File: config.mk
export PLATFORM = sky130hd
export DESIGN_NAME = uart_hamming_rx
export DESIGN_NICKNAME = d
export VERILOG_FILES = /design/src/rtl/uart_hamming_rx.sv
export SDC_FILE = /design/constraint.sdc
export NUM_CORES = 1
export LEC_CHECK = 0
export ABC_CLOCK_PERIOD_IN_PS = 2250
export CAP_MARGIN = 20
export CORE_UTILIZATION = 45
export CTS_BUF_LIST = sky130_fd_sc_hd__clkbuf_8 sky130_fd_sc_hd__clkbuf_16
export DETAILED_ROUTE_END_ITERATION = 16
export DONT_BUFFER_PORTS = 1
export GPL_ROUTABILITY_DRIVEN = 0
export SLEW_MARGIN = 20
export SYNTH_ARGS = -nofsm -noshare
export SYNTH_HDL_FRONTEND = slang
export SYNTH_SLANG_ARGS = --single-unit
File: constraint.sdc
create_clock -name clk -period 2.25 [get_ports clk]
set_clock_uncertainty 0.2 [all_clocks]
set_input_delay 0.45 -clock clk [delete_from_list [all_inputs] [get_ports clk]]
set_output_delay 0.45 -clock clk [all_outputs]
set_load 0.05 [all_outputs]
File: src/rtl/uart_hamming_rx.sv
// Oversampling UART receiver for Hamming(12,8) codewords with optional overall parity.
// Corrects single-bit errors, flags double/invalid syndromes, parity and framing faults.
module uart_hamming_rx #(
  parameter int CLKS_PER_BIT = 16
) (
  input  logic       clk,
  input  logic       rst_n,
  input  logic       rx_serial,
  input  logic       par_en,
  output logic [7:0] data_8b_out,
  output logic       data_valid,
  output logic       corrected,
  output logic       uncorrectable,
  output logic       par_err,
  output logic       frame_err,
  output logic [3:0] syndrome,
  output logic       busy
);

  localparam int CW = $clog2(CLKS_PER_BIT);
  localparam logic [CW-1:0] HALF_M1 = CW'(CLKS_PER_BIT/2 - 1);
  localparam logic [CW-1:0] FULL_M1 = CW'(CLKS_PER_BIT - 1);

  typedef enum logic [2:0] {IDLE, START, DATA, PARITY, STOP, DONE} state_t;

  state_t        state_q, state_d;
  logic [1:0]    sync_q;
  logic [1:0]    fill_q;
  logic          seen_high_q, prev_q;
  logic [CW-1:0] cnt_q, cnt_d;
  logic [3:0]    bit_q, bit_d;
  logic [11:0]   cw_q, cw_d;
  logic          pbit_q, pbit_d, pen_q, pen_d;
  logic [7:0]    data_q, data_d;
  logic          valid_q, valid_d, cor_q, cor_d, unc_q, unc_d;
  logic          perr_q, perr_d, ferr_q, ferr_d;
  logic [3:0]    syn_q, syn_d;

  logic rx_s, fall;
  assign rx_s = sync_q[1];

  // The synchronizer resets high, so its output is only trusted once real line
  // data has flushed through both stages; a start then needs a real high first.
  always_ff @(posedge clk or negedge rst_n) begin
    if (!rst_n) begin
      sync_q      <= 2'b11;
      fill_q      <= 2'd0;
      seen_high_q <= 1'b0;
      prev_q      <= 1'b1;
    end else begin
      sync_q <= {sync_q[0], rx_serial};
      prev_q <= rx_s;
      if (fill_q != 2'd2) fill_q <= fill_q + 2'd1;
      else if (rx_s)      seen_high_q <= 1'b1;
    end
  end

  assign fall = seen_high_q & prev_q & ~rx_s;

  // Decode of the captured frame; only consumed at the stop-bit sample.
  logic [3:0]  dec_syn;
  logic        dec_ov, dec_fix, dec_unc, dec_perr, in_range;
  logic [11:0] dec_word;
  logic [7:0]  dec_data;

  always_comb begin
    dec_syn = 4'd0;
    for (int i = 0; i < 12; i++)
      if (cw_q[i]) dec_syn = dec_syn ^ 4'(i + 1);
    dec_ov   = (^cw_q) ^ pbit_q;
    in_range = (dec_syn != 4'd0) && (dec_syn <= 4'd12);
    dec_fix  = 1'b0;
    dec_unc  = 1'b0;
    dec_perr = 1'b0;
    if (!pen_q) begin
      dec_fix = in_range;
      dec_unc = (dec_syn > 4'd12);
    end else if (dec_syn == 4'd0) begin
      dec_perr = dec_ov;
    end else if (!dec_ov) begin
      dec_unc = 1'b1;
    end else if (in_range) begin
      dec_fix = 1'b1;
    end else begin
      dec_unc  = 1'b1;
      dec_perr = 1'b1;
    end
    dec_word = dec_fix ? (cw_q ^ (12'd1 << (dec_syn - 4'd1))) : cw_q;
    dec_data = {dec_word[11], dec_word[10], dec_word[9], dec_word[8],
                dec_word[6],  dec_word[5],  dec_word[4], dec_word[2]};
  end

  always_comb begin
    state_d = state_q;
    cnt_d   = cnt_q;
    bit_d   = bit_q;
    cw_d    = cw_q;
    pbit_d  = pbit_q;
    pen_d   = pen_q;
    data_d  = data_q;
    cor_d   = cor_q;
    unc_d   = unc_q;
    perr_d  = perr_q;
    ferr_d  = ferr_q;
    syn_d   = syn_q;
    valid_d = 1'b0;
    case (state_q)
      IDLE: begin
        cnt_d = '0;
        bit_d = 4'd0;
        if (fall) state_d = START;
      end
      START: begin
        if (cnt_q == HALF_M1) begin
          cnt_d = '0;
          if (!rx_s) begin
            pen_d   = par_en;
            pbit_d  = 1'b0;
            state_d = DATA;
          end else begin
            state_d = IDLE;
          end
        end else begin
          cnt_d = cnt_q + 1'b1;
        end
      end
      DATA: begin
        if (cnt_q == FULL_M1) begin
          cnt_d = '0;
          cw_d  = {rx_s, cw_q[11:1]};
          bit_d = bit_q + 4'd1;
          if (bit_q == 4'd11) state_d = pen_q ? PARITY : STOP;
        end else begin
          cnt_d = cnt_q + 1'b1;
        end
      end
      PARITY: begin
        if (cnt_q == FULL_M1) begin
          cnt_d   = '0;
          pbit_d  = rx_s;
          state_d = STOP;
        end else begin
          cnt_d = cnt_q + 1'b1;
        end
      end
      STOP: begin
        if (cnt_q == FULL_M1) begin
          cnt_d   = '0;
          data_d  = dec_data;
          cor_d   = dec_fix;
          unc_d   = dec_unc;
          perr_d  = dec_perr;
          ferr_d  = ~rx_s;
          syn_d   = dec_syn;
          valid_d = 1'b1;
          state_d = DONE;
        end else begin
          cnt_d = cnt_q + 1'b1;
        end
      end
      DONE:    state_d = IDLE;
      default: state_d = IDLE;
    endcase
  end

  always_ff @(posedge clk or negedge rst_n) begin
    if (!rst_n) begin
      state_q <= IDLE;
      cnt_q   <= '0;
      bit_q   <= 4'd0;
      cw_q    <= 12'd0;
      pbit_q  <= 1'b0;
      pen_q   <= 1'b0;
      data_q  <= 8'd0;
      valid_q <= 1'b0;
      cor_q   <= 1'b0;
      unc_q   <= 1'b0;
      perr_q  <= 1'b0;
      ferr_q  <= 1'b0;
      syn_q   <= 4'd0;
    end else begin
      state_q <= state_d;
      cnt_q   <= cnt_d;
      bit_q   <= bit_d;
      cw_q    <= cw_d;
      pbit_q  <= pbit_d;
      pen_q   <= pen_d;
      data_q  <= data_d;
      valid_q <= valid_d;
      cor_q   <= cor_d;
      unc_q   <= unc_d;
      perr_q  <= perr_d;
      ferr_q  <= ferr_d;
      syn_q   <= syn_d;
    end
  end

  assign data_8b_out   = data_q;
  assign data_valid    = valid_q;
  assign corrected     = cor_q;
  assign uncorrectable = unc_q;
  assign par_err       = perr_q;
  assign frame_err     = ferr_q;
  assign syndrome      = syn_q;
  assign busy          = (state_q != IDLE) && (state_q != START);

endmodule

Yosys cells after proc, flatten, opt, wreduce, memory -nomap -nowiden:

Index checks and enable logic that the tools add are counted.

* input bits: 4
* flip-flop bits (word level): 48
* memories kept: 0
* logic and storage cells: 119
* bits in read-only memories: 0
* output and inout bits: 18
* bits in latches: 0
* RAM bits: 0

* div/mod/pow operators: 0
* multiply operators: 0
* shift-type cells: 1
* $add $sub $neg: 4
* bitwise operators: 17
* eq/ne operators: 16
* reductions and logical operators: 18
* mux-type cells: 44
* magnitude comparators: 2

Operator list (count)
* $mux W3: 11
* $mux W4: 8
* $mux W1: 17
* $ne A2 B2 Y1 const B: 8
* $pmux W3 S5: 1
* $mux W12: 1
* $not A2 Y2: 6
* $pmux W4 S3: 1
* $reduce_xor A12 Y1: 1
* $shl A1 B4 Y12 const A: 1
* $xor A12 B12 Y12: 1
* $add A4 B1 Y4 const B: 2
* $eq A4 B4 Y1 const B: 2
* $pmux W4 S2: 1
* $reduce_and A2 Y1: 4
* $eq A3 B2 Y1 const B: 2
* $mux W2: 3
* $not A3 Y3: 2
* $reduce_and A6 Y1: 1
* $reduce_bool A3 Y1: 2
* $eq A4 B3 Y1 const B: 1
* $gt A4 B4 Y1 const B: 1
* $le A4 B4 Y1 const B: 1
* $logic_not A4 Y1: 1
* 17 further kinds: 23

Depth between registers and ports, before layout:

Gate-level depths: netlist (run 1).

* word-level depth: 27
* mapped depth: 7
* gate-level depth less buffers: 7

Worst setup path after synthesis (run 1):

OpenSTA, ideal clock, no wires.

* kind: reg2reg
* from: reg cw_q[11]
* to: reg data_q[0], in the netlist data_8b_out[0]
* library setup time: 0.131 ns
* cell stages (with the launch flop): 8
* path slack: -0.204 ns
* period minus slack after synthesis: 2.454 ns
* arrival: 2.123 ns
* buffers on the path: 1
* required time: 1.919 ns
* cells stage by stage: dfrtp_1 -> buf_4 -> xnor3_2 -> xnor3_2 -> xnor2_2 -> a2111oi_4 -> xnor2_1 -> o21ai_1

* longest elaborated chain between the ends: 8
* elaborated cells between the ends (all ways): 15
* those cells by class: add/sub (1); order compare (1); shift (1); mux (6); bitwise (2); reduce/logical (4)

Ends and longest elaborated chain
* start, declared: line 32 `logic [11:0] cw_q, cw_d;`
* start signal, assigned: line 185 `cw_q <= cw_d;`
* $mux W4: line 69 `if (cw_q[i]) dec_syn = dec_syn ^ 4'(i + 1);`
* $le A4 B4 Y1 / $reduce_bool A4 Y1 (equally long branches): line 71 `in_range = (dec_syn != 4'd0) && (dec_syn <= 4'd12);`
* $logic_and A1 B1 Y1: line 71
* $mux W1: line 82 `end else if (in_range) begin`
* $mux W1: line 80 `end else if (!dec_ov) begin`
* $mux W1: line 78 `end else if (dec_syn == 4'd0) begin`
* $mux W1: line 75 `if (!pen_q) begin`
* $mux W12 (*): line 88 `dec_word = dec_fix ? (cw_q ^ (12'd1 << (dec_syn - 4'd1))) : cw_q;`
* end signal, assigned: line 188 `data_q <= data_d;`
* end, declared: line 34 `logic [7:0] data_q, data_d;`

Mark *: on every way between the ends. The rest lies on a longest branch, timed or not.
A chain may end at the register's enable or synchronous reset.

Worst setup path after layout (run 1):

* from: reg cw_q[5]
* to: reg data_q[5], in the netlist data_8b_out[5]

* longest elaborated chain between the ends: 17
* elaborated cells between the ends (all ways): 25
* those cells by class: add/sub (1); order compare (1); shift (1); mux (12); bitwise (6); reduce/logical (4)

Ends and longest elaborated chain (line)
* $mux W3: 69
* $not A3 Y3 (no line)
* $mux W3: 69
* $mux W4 (2 in a row): 69
* $not A2 Y2 (no line)
* $mux W4: 69
* $not A3 Y3 (no line)
* $mux W4 (2 in a row): 69
* $le A4 B4 Y1 / $reduce_bool A4 Y1 (equally long branches): 71
* $logic_and A1 B1 Y1: 71
* $mux W1: 82
* $mux W1: 80
* $mux W1: 78
* $mux W1: 75
* $mux W12 (*): 88

Marked as above.

==> results.py, run 1 <==
metrics = {
    "clocking": {
        "clockRootBuffer": "sky130_fd_sc_hd__clkbuf_8",
        "worstSkewPairLatency_ns": 0.30,
        "deepest_clock_path_buffer_count": 2,
        "clkSlewWorstSetupHoldPaths_ns": 0.10,
        "cts.htree.levels": 2,
        "cts_tree": "yes",
        "clkSinkCount": 48,
        "cts_inserted_buffers": 5,
    },
    "timing": {
        "layout_worst_path_cycle_share": 1.08,
        "timing.slew.headroom": 0.601,
        "tightestPinTransition_ns": 0.594,
        "min_period_ns": 2.43,
        "unrepaired_setup_endpoints_after_global_routing": "true",
        "final_hold_viol_count": 0,
        "final.hold.worst_slack_ns": 0.0901,
        "peak_freq_ghz": 0.411,
        "setup_viol": 10,
        "timing.final.max_slew_violations": 0,
        "setup_ws_ns": -0.183,
    },
    "critical_path": {
        "slowest_stage": "sky130_fd_sc_hd__xnor3_2",
        "critical_path.startpoint_type": "flip-flop",
        "crit_path_cell_trace": "xnor3_1, xnor3_2, a2111oi_4, o21ai_1, xor2_1, o21ai_1",
        "dominant_delay_contributor_by_cell_family_on_the_critical_path": "XOR/XNOR gates",
        "slowest_delay_ns": 0.52,
        "cpMostUsedCell": "sky130_fd_sc_hd__o21ai_1",
        "endpoint_kind": "flip-flop",
        "worst-setup-path-type": "reg2reg",
        "timing.critical_path.buf_inv": 0,
        "critical_path.max_fanout": 3,
        "cp_data_required_time_ns": 2.23,
        "cp.arrival_ns": 2.41,
    },
    "global_routing": {
        "grt_max_degree": 49,
        "grt_antenna_before_repair": 0,
        "grt_overflow": 0,
        "groute.usage.overall": 0.187,
        "grt_first_pass_wirelength_mm": 8.73,
        "first_global_vias": 1874,
    },
    "power_and_ir_drop": {
        "power_w": 0.00179,
        "peakVddDrop_mv": 0.305,
        "static-leakage-power_nw": 1.39,
        "power.switching_w": 0.000447,
        "switching_share": 0.250,
        "cellPowerDensity_nw_per_um2": 575,
        "clock_power_share": 0.368,
        "cellInternalPower_w": 0.00134,
        "power.share.combinational": 0.115,
        "power_frac_seq": 0.518,
    },
    "hold_path": {
        "min-delay-path-class": "in2reg",
    },
    "routing": {
        "drt-vias-per-instance": 5.18,
        "met1Wirelength_mm": 2.37,
        "met2RoutedLength_mm": 2.43,
        "drt_pre_antenna_iters": 5,
        "initialDrtViolationCount": 64,
        "routed_wl_per_cell_um": 14.4,
        "drc_errors": 0,
        "route.antenna.remaining_nets": 0,
        "detailroute.wirelength.met3_um": 160,
        "vias": 1819,
        "route.top_layer_used": "met4",
        "wl_mm": 5.05,
    },
    "synth": {
        "yosys.cell_types.count": 39,
        "synthesis.yosys.warnings": 0,
        "synthesis.area_sq_um": 2600,
        "synth_enable_flop_cells": 0,
        "synthesis.area_per_instance_sq_um": 10.2,
        "synthTopCellsByArea": "sky130_fd_sc_hd__dfrtp_1, sky130_fd_sc_hd__nand2_1, sky130_fd_sc_hd__xor2_1, sky130_fd_sc_hd__a2111oi_4, sky130_fd_sc_hd__o21ai_0",
        "synthDominantAreaCellType": "sky130_fd_sc_hd__dfrtp_1",
        "cell_types_with_the_highest_counts_after_synthesis": "sky130_fd_sc_hd__nand2_1, sky130_fd_sc_hd__dfrtp_1, sky130_fd_sc_hd__o21ai_0",
        "async_reset_ff_frac": 1.00,
        "synthFlopType": "sky130_fd_sc_hd__dfrtp_1",
        "synth_most_common_cell": "sky130_fd_sc_hd__nand2_1",
        "synth_nets": 263,
        "postSynthCellCount": 256,
        "flops_latches_synth": 48,
        "yosys.area.top_type_share": 0.433,
        "synth-seq-area-share": 0.464,
    },
    "die": {
        "die_width_um": 78.0,
        "start_util": 0.469,
        "floorplan_die_height_um": 78.0,
        "num_io_pins": 22,
        "die_area_sq_um": 6080,
        "core_region_area_sq_um": 5540,
        "placementRows": 27,
    },
    "finish": {
        "cell_area_after_layout_sq_um": 3120,
        "finalNetCount": 285,
        "finalNonFillerCells": 351,
        "post_route_cells_drive_above_1_share": 0.240,
        "n_antenna_cell": 0,
        "fill_cells": 472,
        "syn_to_final_growth_pct": 19.9,
    },
    "placement": {
        "io_buffers": 0,
        "post-place-cells": 337,
        "cell_area_placed_sq_um": 2810,
        "hpwlAfterDp_mm": 3.60,
        "dpl_worst_slack_ns": -0.256,
    },
    "job": {
        "drv_cap": 0,
    },
    "outcome": {
        "run_status": "complete, but fails checks",
        "failed_checks": "setup timing",
    },
}
[routing by layer]
metal  vias up  track usage
met5         -            0
met3         7       0.0412
met2        34        0.310
li1        910            -
met1       868        0.237
met4         0       0.0741
[layout make-up]
| cell class | count | area, sq um | share of cell area |
|---|---|---|---|
| Clock buffer | 6 | 82.6 | 0.0265 |
| Clock inverter | 2 | 38.8 | 0.0124 |
| Inverter | 6 | 22.5 | 0.00723 |
| Multi-Input combinational cell | 186 | 1410 | 0.453 |
| Sequential cell | 48 | 1210 | 0.387 |
| Tap cell | 72 | 90.1 | 0.0289 |
| Timing Repair Buffer | 31 | 265 | 0.0851 |
[cell families (layout without fill, tap and decap cells)]
family                   Yosys count  after routing  synth area share
AO/OA/AOI/OAI                     55             55             0.155
XOR/XNOR                          32             32             0.166
adder cells (fa/ha/maj)            3              3            0.0144
buffers and inverters             22             45            0.0361
flip-flops                        48             48             0.464
multiplexers                       3              3            0.0125
AND/OR/NAND/NOR                   93             93             0.153
[power groups by stage]
stage	Clock (W)	Combinational [W]	Sequential (W)
2_1_floorplan	0	0.000135	0.000938
3_3_place_gp	0	0.000178	0.000943
3_5_place_dp	0	0.000179	0.000945
4_1_cts	0.000681	0.000208	0.000928
5_1_grt	0.000714	0.000228	0.000934
6_report	0.000659	0.000205	0.000928
[through the flow]
stage / TNS [ns] / utilization
floorplan: -1.36 / -
global placement: -1.28 / 0.506
detailed placement: -1.68 / 0.506
CTS: -1.44 / 0.545
global route: -2.38 / 0.563
finish: -1.25 / 0.563
[cell usage in the layout, fill, tap and decap left out, types with 2 or more instances in the layout]
master,count
sky130_fd_sc_hd__nand3b_1,2
sky130_fd_sc_hd__xnor2_2,5
sky130_fd_sc_hd__clkbuf_8,6
sky130_fd_sc_hd__nor2_1,11
sky130_fd_sc_hd__buf_6,2
sky130_fd_sc_hd__a22o_1,3
sky130_fd_sc_hd__nand2_1,57
sky130_fd_sc_hd__a21o_1,2
sky130_fd_sc_hd__xor2_1,9
sky130_fd_sc_hd__nor2b_1,2
sky130_fd_sc_hd__dfstp_2,3
sky130_fd_sc_hd__o21ai_0,16
sky130_fd_sc_hd__xnor2_1,7
sky130_fd_sc_hd__xor2_4,2
sky130_fd_sc_hd__ha_1,3
sky130_fd_sc_hd__xnor3_1,2
sky130_fd_sc_hd__or3_1,2
sky130_fd_sc_hd__a21oi_1,7
sky130_fd_sc_hd__buf_4,26
sky130_fd_sc_hd__xnor3_2,4
sky130_fd_sc_hd__nand2b_1,3
sky130_fd_sc_hd__o21ai_1,15
sky130_fd_sc_hd__inv_1,6
sky130_fd_sc_hd__nor3_4,2
sky130_fd_sc_hd__a211oi_1,2
sky130_fd_sc_hd__mux2_2,2
sky130_fd_sc_hd__nand3_1,7
sky130_fd_sc_hd__a2111oi_4,5
sky130_fd_sc_hd__dlygate4sd3_1,2
sky130_fd_sc_hd__dfrtp_1,44
sky130_fd_sc_hd__nor3_1,3
[flip-flops by register name, indices dropped and copies added, names as in the netlist]
signal / cells
data_8b_out: 8
cw_q: 12
seen_high_q: 1
pbit_q: 1
par_err: 1
pen_q: 1
corrected: 1
state_q: 3
syndrome: 4
frame_err: 1
bit_q: 4
uncorrectable: 1
prev_q: 1
fill_q: 2
sync_q: 2
cnt_q: 4
data_valid: 1
[path summary, 6_finish.rpt]
kind | depth (start not counted) | slack (ns) | endpoint | from
setup / recovery | 6 | -0.18 | data_8b_out[5]$_DFFE_PN0P_ | cw_q[5]$_DFFE_PN0P_
hold / removal | 1 | 0.09 | pen_q$_DFFE_PN0P_ | par_en
setup reg to reg | 6 | -0.18 | data_8b_out[5]$_DFFE_PN0P_ | cw_q[5]$_DFFE_PN0P_
hold reg to reg | 0 | 0.16 | sync_q[1]$_DFF_PN1_ | sync_q[0]$_DFF_PN1_
max in group asynchronous | 2 | 1.12 | sync_q[0]$_DFF_PN1_ | rst_n
min in group asynchronous | 2 | 0.44 | frame_err$_DFFE_PN0P_ | rst_n
[what timing repair did]
action	in CTS	in global routing
hold buffers	3	0
endpoints found under the setup margin	10	11
setup buffers	1	2
resized for setup	4	15
pin swaps	5	6
hold endpoints to repair	49	0
Note: power is estimated with default switching activity, not from simulation.
==> inputs of run 2 (changes only) <==
--- a/config.mk
+++ b/config.mk
@@ -7,7 +7,8 @@
 export LEC_CHECK = 0
 export ABC_CLOCK_PERIOD_IN_PS = 2250
 export CAP_MARGIN = 20
-export CORE_UTILIZATION = 45
+export CORE_MARGIN = 5
+export CORE_UTILIZATION = 40
 export CTS_BUF_LIST = sky130_fd_sc_hd__clkbuf_8 sky130_fd_sc_hd__clkbuf_16
 export DETAILED_ROUTE_END_ITERATION = 16
 export DONT_BUFFER_PORTS = 1
==> results.py, run 2 (synthesis results as in run 1) <==
metrics = {
    "die": {
        "placementRows": 29,
        "die_area_sq_um": 8210,
        "die_width_um": 90.6,
        "floorplan_die_height_um": 90.6,
        "num_io_pins": 22,
        "start_util": 0.409,
        "core_region_area_sq_um": 6350,
    },
    "power_and_ir_drop": {
        "cellPowerDensity_nw_per_um2": 541,
        "static-leakage-power_nw": 1.38,
        "peakVddDrop_mv": 0.297,
        "power_w": 0.00167,
    },
    "finish": {
        "largest-register": "cw_q",
        "post_route_cells_drive_above_1_share": 0.246,
        "final_cell_mix": "sky130_fd_sc_hd__nand2_1, sky130_fd_sc_hd__dfrtp_1, sky130_fd_sc_hd__buf_4",
        "finalNonFillerCells": 357,
        "syn_to_final_growth_pct": 19.1,
        "final_common_cell": "sky130_fd_sc_hd__nand2_1",
        "n_antenna_cell": 0,
        "largest_reg_flops": 12,
        "fill_cells": 574,
        "finalNetCount": 286,
    },
    "timing": {
        "min_period_ns": 2.41,
        "setup_viol": 10,
        "timing.final.max_slew_violations": 0,
        "final_hold_viol_count": 0,
        "setup_ws_ns": -0.164,
        "peak_freq_ghz": 0.414,
        "unrepaired_setup_endpoints_after_global_routing": "true",
        "layout_worst_path_cycle_share": 1.07,
        "tightestPinTransition_ns": 0.524,
        "fin_setup_tns_ns": -1.07,
        "timing.slew.headroom": 0.648,
    },
    "critical_path": {
        "cp_data_required_time_ns": 2.28,
        "worst-setup-path-type": "reg2reg",
        "regToRegStartpoint": "cw_q[5]$_DFFE_PN0P_",
        "critical_path.startpoint_type": "flip-flop",
        "regToRegSetupSlack_ns": -0.16,
        "cp.arrival_ns": 2.44,
        "crit-reg2reg-capture": "data_8b_out[1]$_DFFE_PN0P_",
        "critical_path.max_fanout": 3,
        "endpoint_kind": "flip-flop",
        "critPathLaunch": "cw_q[5]$_DFFE_PN0P_",
        "worst_setup_path_endpoint": "data_8b_out[1]$_DFFE_PN0P_",
        "worst_r2r_path_depth": 6,
    },
    "routing": {
        "route.antenna.remaining_nets": 0,
        "routed_wl_per_cell_um": 14.5,
        "drc_errors": 0,
        "initialDrtViolationCount": 22,
        "drt-vias-per-instance": 5.08,
        "wl_mm": 5.17,
        "vias": 1813,
        "drt_pre_antenna_iters": 4,
    },
    "global_routing": {
        "groute.usage.overall": 0.132,
        "grt_overflow": 0,
        "grt_first_pass_wirelength_mm": 8.95,
        "grt_antenna_before_repair": 0,
        "grt_max_degree": 49,
        "first_global_vias": 1834,
    },
    "job": {
        "drv_cap": 0,
    },
    "clocking": {
        "clkSinkCount": 48,
        "worstSkewPairLatency_ns": 0.30,
        "cts_tree": "yes",
        "clkSlewWorstSetupHoldPaths_ns": 0.09,
        "deepest_clock_path_buffer_count": 2,
        "cts.htree.levels": 2,
        "cts_inserted_buffers": 5,
        "clockRootBuffer": "sky130_fd_sc_hd__clkbuf_8",
    },
    "placement": {
        "post-place-cells": 340,
        "io_buffers": 0,
        "hpwlAfterDp_mm": 3.67,
    },
    "outcome": {
        "failed_checks": "setup timing",
        "run_status": "complete, but fails checks",
    },
    "hold_path": {
        "min-delay-path-class": "in2reg",
    },
}
-- run 2: layer usage --
metal / track usage / part of all wire / vias up
met2: 0.210 / 0.48 / 28
met5: 0 / 0 / -
met4: 0.0447 / 0.020 / 0
met3: 0.0292 / 0.028 / 7
li1: - / - / 911
met1: 0.176 / 0.47 / 867
-- run 2: worst min path at each step --
stage	startpoint	slack, ns	depth (start not counted)	to
6_report	par_en	0.10	1	pen_q$_DFFE_PN0P_
5_1_grt	par_en	0.09	1	pen_q$_DFFE_PN0P_
4_1_cts	par_en	0.08	1	pen_q$_DFFE_PN0P_
3_5_place_dp	rst_n	-0.04	0	fill_q[1]$_DFFE_PN0P_
3_3_place_gp	rst_n	-0.04	0	bit_q[1]$_DFFE_PN0P_
2_1_floorplan	rst_n	-0.05	0	bit_q[0]$_DFFE_PN0P_
-- run 2: where the power goes --
group	internal (W)	switching [W]	leakage [nW]
clock network	0.000246	0.000294	0.0510
registers	0.000897	0.0000293	0.644
logic	0.0000862	0.000120	0.687
total	0.00123	0.000444	1.38
-- run 2: what timing repair did --
item,in CTS,in global routing
setup buffers,2,4
hold endpoints to repair,49,0
pin swaps,7,7
hold buffers,3,0
endpoints found under the setup margin,11,13
resized for setup,4,13
-- run 2: through the flow --
step	setup WS (ns)	hold slack, ns	area (sq um)	utilization
CTS	-0.168	0.0849	2990	0.471
floorplan	-0.174	-0.0456	2600	-
global placement	-0.149	-0.0442	2800	0.440
global route	-0.257	0.0895	3090	0.487
detailed placement	-0.204	-0.0443	2800	0.440
finish	-0.164	0.100	3090	0.487
-- run 2: cell type report --
cell class | count | area (sq um) | area share
multi-input combinational | 186 | 1410 | 0.456
timing repair buffer | 32 | 265 | 0.0857
tap | 77 | 96.3 | 0.0311
sequential | 48 | 1210 | 0.390
inverter | 6 | 22.5 | 0.00728
clock buffer | 6 | 82.6 | 0.0267
clock inverter | 2 | 10.0 | 0.00323
-- run 2: worst max-delay path, stage by stage, from the launching register on --
cell and delay (ns):
sky130_fd_sc_hd__dfrtp_1 0.38, sky130_fd_sc_hd__xnor3_1 0.39, sky130_fd_sc_hd__xnor3_2 0.52, sky130_fd_sc_hd__a2111oi_4 0.43
sky130_fd_sc_hd__o21ai_1 0.12, sky130_fd_sc_hd__xor2_1 0.16, sky130_fd_sc_hd__o21ai_1 0.14
==> inputs of run 3 (changes only) <==
==> constraint.sdc (replaced) <==
create_clock -name clk -period 2.25 [get_ports clk]
set_clock_uncertainty 0.2 [all_clocks]
set_input_delay 0.675 -clock clk [delete_from_list [all_inputs] [get_ports clk]]
set_output_delay 0.675 -clock clk [all_outputs]
set_load 0.05 [all_outputs]
==> results.py, run 3 (synthesis results as in run 1) <==
metrics = {
    "outcome": {
        "run_status": "complete, but fails checks",
        "failed_checks": "setup timing",
    },
    "critical_path": {
        "critical_path.startpoint_type": "flip-flop",
        "critical_path.max_fanout": 3,
        "endpoint_kind": "flip-flop",
        "worst-setup-path-type": "reg2reg",
        "cp_data_required_time_ns": 2.28,
        "cp.arrival_ns": 2.44,
    },
    "die": {
        "floorplan_die_height_um": 90.6,
        "placementRows": 29,
        "die_area_sq_um": 8210,
        "start_util": 0.409,
        "num_io_pins": 22,
        "die_width_um": 90.6,
        "core_region_area_sq_um": 6350,
    },
    "power_and_ir_drop": {
        "power_frac_seq": 0.554,
        "peakVddDrop_mv": 0.298,
        "static-leakage-power_nw": 1.38,
        "power.share.combinational": 0.123,
        "cellPowerDensity_nw_per_um2": 542,
        "power.switching_w": 0.000444,
        "cellInternalPower_w": 0.00123,
        "clock_power_share": 0.323,
        "switching_share": 0.265,
    },
    "global_routing": {
        "grt_antenna_before_repair": 0,
        "grt_overflow": 0,
        "grt_max_degree": 48,
        "grt_first_pass_wirelength_mm": 8.98,
        "first_global_vias": 1832,
        "groute.usage.overall": 0.133,
    },
    "routing": {
        "drc_errors": 0,
        "initialDrtViolationCount": 26,
        "route.antenna.remaining_nets": 0,
        "wl_mm": 5.21,
        "drt_pre_antenna_iters": 4,
        "drt-vias-per-instance": 5.06,
        "routed_wl_per_cell_um": 14.6,
        "vias": 1802,
    },
    "finish": {
        "seq_area_sq_um": 1210,
        "fill_cells": 572,
        "largest-register": "cw_q",
        "final_cell_mix": "sky130_fd_sc_hd__nand2_1, sky130_fd_sc_hd__dfrtp_1, sky130_fd_sc_hd__buf_4",
        "n_antenna_cell": 0,
        "total_area_of_multi_input_combinational_cells_sq_um": 1410,
        "syn_to_final_growth_pct": 18.7,
        "post_route_cells_drive_above_1_share": 0.251,
        "largest_reg_flops": 12,
        "final_common_cell": "sky130_fd_sc_hd__nand2_1",
        "finalNetCount": 285,
        "finalCoreUtilization": 0.486,
    },
    "clocking": {
        "clockRootBuffer": "sky130_fd_sc_hd__clkbuf_8",
        "worstSkewPairLatency_ns": 0.30,
        "cts_tree": "yes",
        "deepest_clock_path_buffer_count": 2,
        "clkSinkCount": 48,
        "clkSlewWorstSetupHoldPaths_ns": 0.09,
        "cts.htree.levels": 2,
        "cts_inserted_buffers": 5,
    },
    "placement": {
        "hpwlAfterDp_mm": 3.67,
        "io_buffers": 0,
    },
    "timing": {
        "tightestPinTransition_ns": 0.524,
        "timing.final.max_slew_violations": 0,
        "fin_setup_tns_ns": -1.07,
        "setup_ws_ns": -0.164,
        "unrepaired_setup_endpoints_after_global_routing": "true",
        "timing.slew.headroom": 0.648,
        "layout_worst_path_cycle_share": 1.07,
        "min_period_ns": 2.41,
        "peak_freq_ghz": 0.414,
        "final_hold_viol_count": 0,
        "final.hold.worst_slack_ns": 0.00869,
        "setup_viol": 10,
    },
    "job": {
        "drv_cap": 0,
    },
    "hold_path": {
        "min-delay-path-class": "in2async",
    },
}
==> run 3: cell types whose count changed in the layout (fill, tap and decap cells not counted) <==
cell / previous run / this run
sky130_fd_sc_hd__dlygate4sd3_1: 2 / 1
sky130_fd_sc_hd__inv_2: 0 / 1
sky130_fd_sc_hd__inv_1: 6 / 5
==> run 3: per-stage QoR <==
step	worst slack [ns]	power (W)	instance area, sq um	instances
floorplan	-0.174	0.00107	2600	256
global placement	-0.149	0.00111	2800	340
detailed placement	-0.204	0.00112	2800	340
CTS	-0.168	0.00168	2980	352
global route	-0.257	0.00176	3080	356
finish	-0.164	0.00167	3080	356
==> run 3: final cells by class <==
class,instances,share of cell area
Multi-Input combinational cell,186,0.458
Sequential cell,48,0.391
Timing Repair Buffer,31,0.0828
Tap cell,77,0.0312
Clock buffer,6,0.0268
Inverter,6,0.00730
Clock inverter,2,0.00325
==> run 3: layer usage <==
metal,share of wire,track usage
met4,0.020,0.0447
met3,0.028,0.0308
met5,0,0
met1,0.47,0.176
met2,0.48,0.212
==> run 3: path summary, 6_finish.rpt <==
path,start,to,slack (ns),cells after the start
max,cw_q[5]$_DFFE_PN0P_,data_8b_out[1]$_DFFE_PN0P_,-0.16,6
min,rst_n,bit_q[3]$_DFFE_PN0P_,0.009,1
max reg2reg,cw_q[5]$_DFFE_PN0P_,data_8b_out[1]$_DFFE_PN0P_,-0.16,6
min reg2reg,sync_q[0]$_DFF_PN1_,sync_q[1]$_DFF_PN1_,0.16,0
max in group asynchronous,rst_n,prev_q$_DFF_PN1_,1.25,1
min in group clk,sync_q[0]$_DFF_PN1_,sync_q[1]$_DFF_PN1_,0.16,0
==> run 3: power by group through the flow <==
| stage | combinational (W) | clock, W | sequential (W) |
|---|---|---|---|
| after floorplan | 0.000135 | 0 | 0.000938 |
| after global placement | 0.000172 | 0 | 0.000942 |
| after detailed placement | 0.000177 | 0 | 0.000944 |
| after CTS | 0.000202 | 0.000555 | 0.000927 |
| after global routing | 0.000235 | 0.000593 | 0.000933 |
| final | 0.000205 | 0.000540 | 0.000927 |
==> run 3: worst max-delay path, stage by stage, from the launching register on <==
cell                        delay, ns
sky130_fd_sc_hd__dfrtp_1         0.38
sky130_fd_sc_hd__xnor3_1         0.39
sky130_fd_sc_hd__xnor3_2         0.52
sky130_fd_sc_hd__a2111oi_4       0.43
sky130_fd_sc_hd__o21ai_1         0.12
sky130_fd_sc_hd__xor2_1          0.16
sky130_fd_sc_hd__o21ai_1         0.14
==> run 3: timing repair <==
action | in CTS | in global routing
hold endpoints to repair | 47 | 0
resized for setup | 4 | 14
hold buffers | 2 | 0
buffers inserted | 2 | 4
pin swaps | 7 | 7
setup endpoints to repair | 11 | 14
gates cloned | 0 | 0
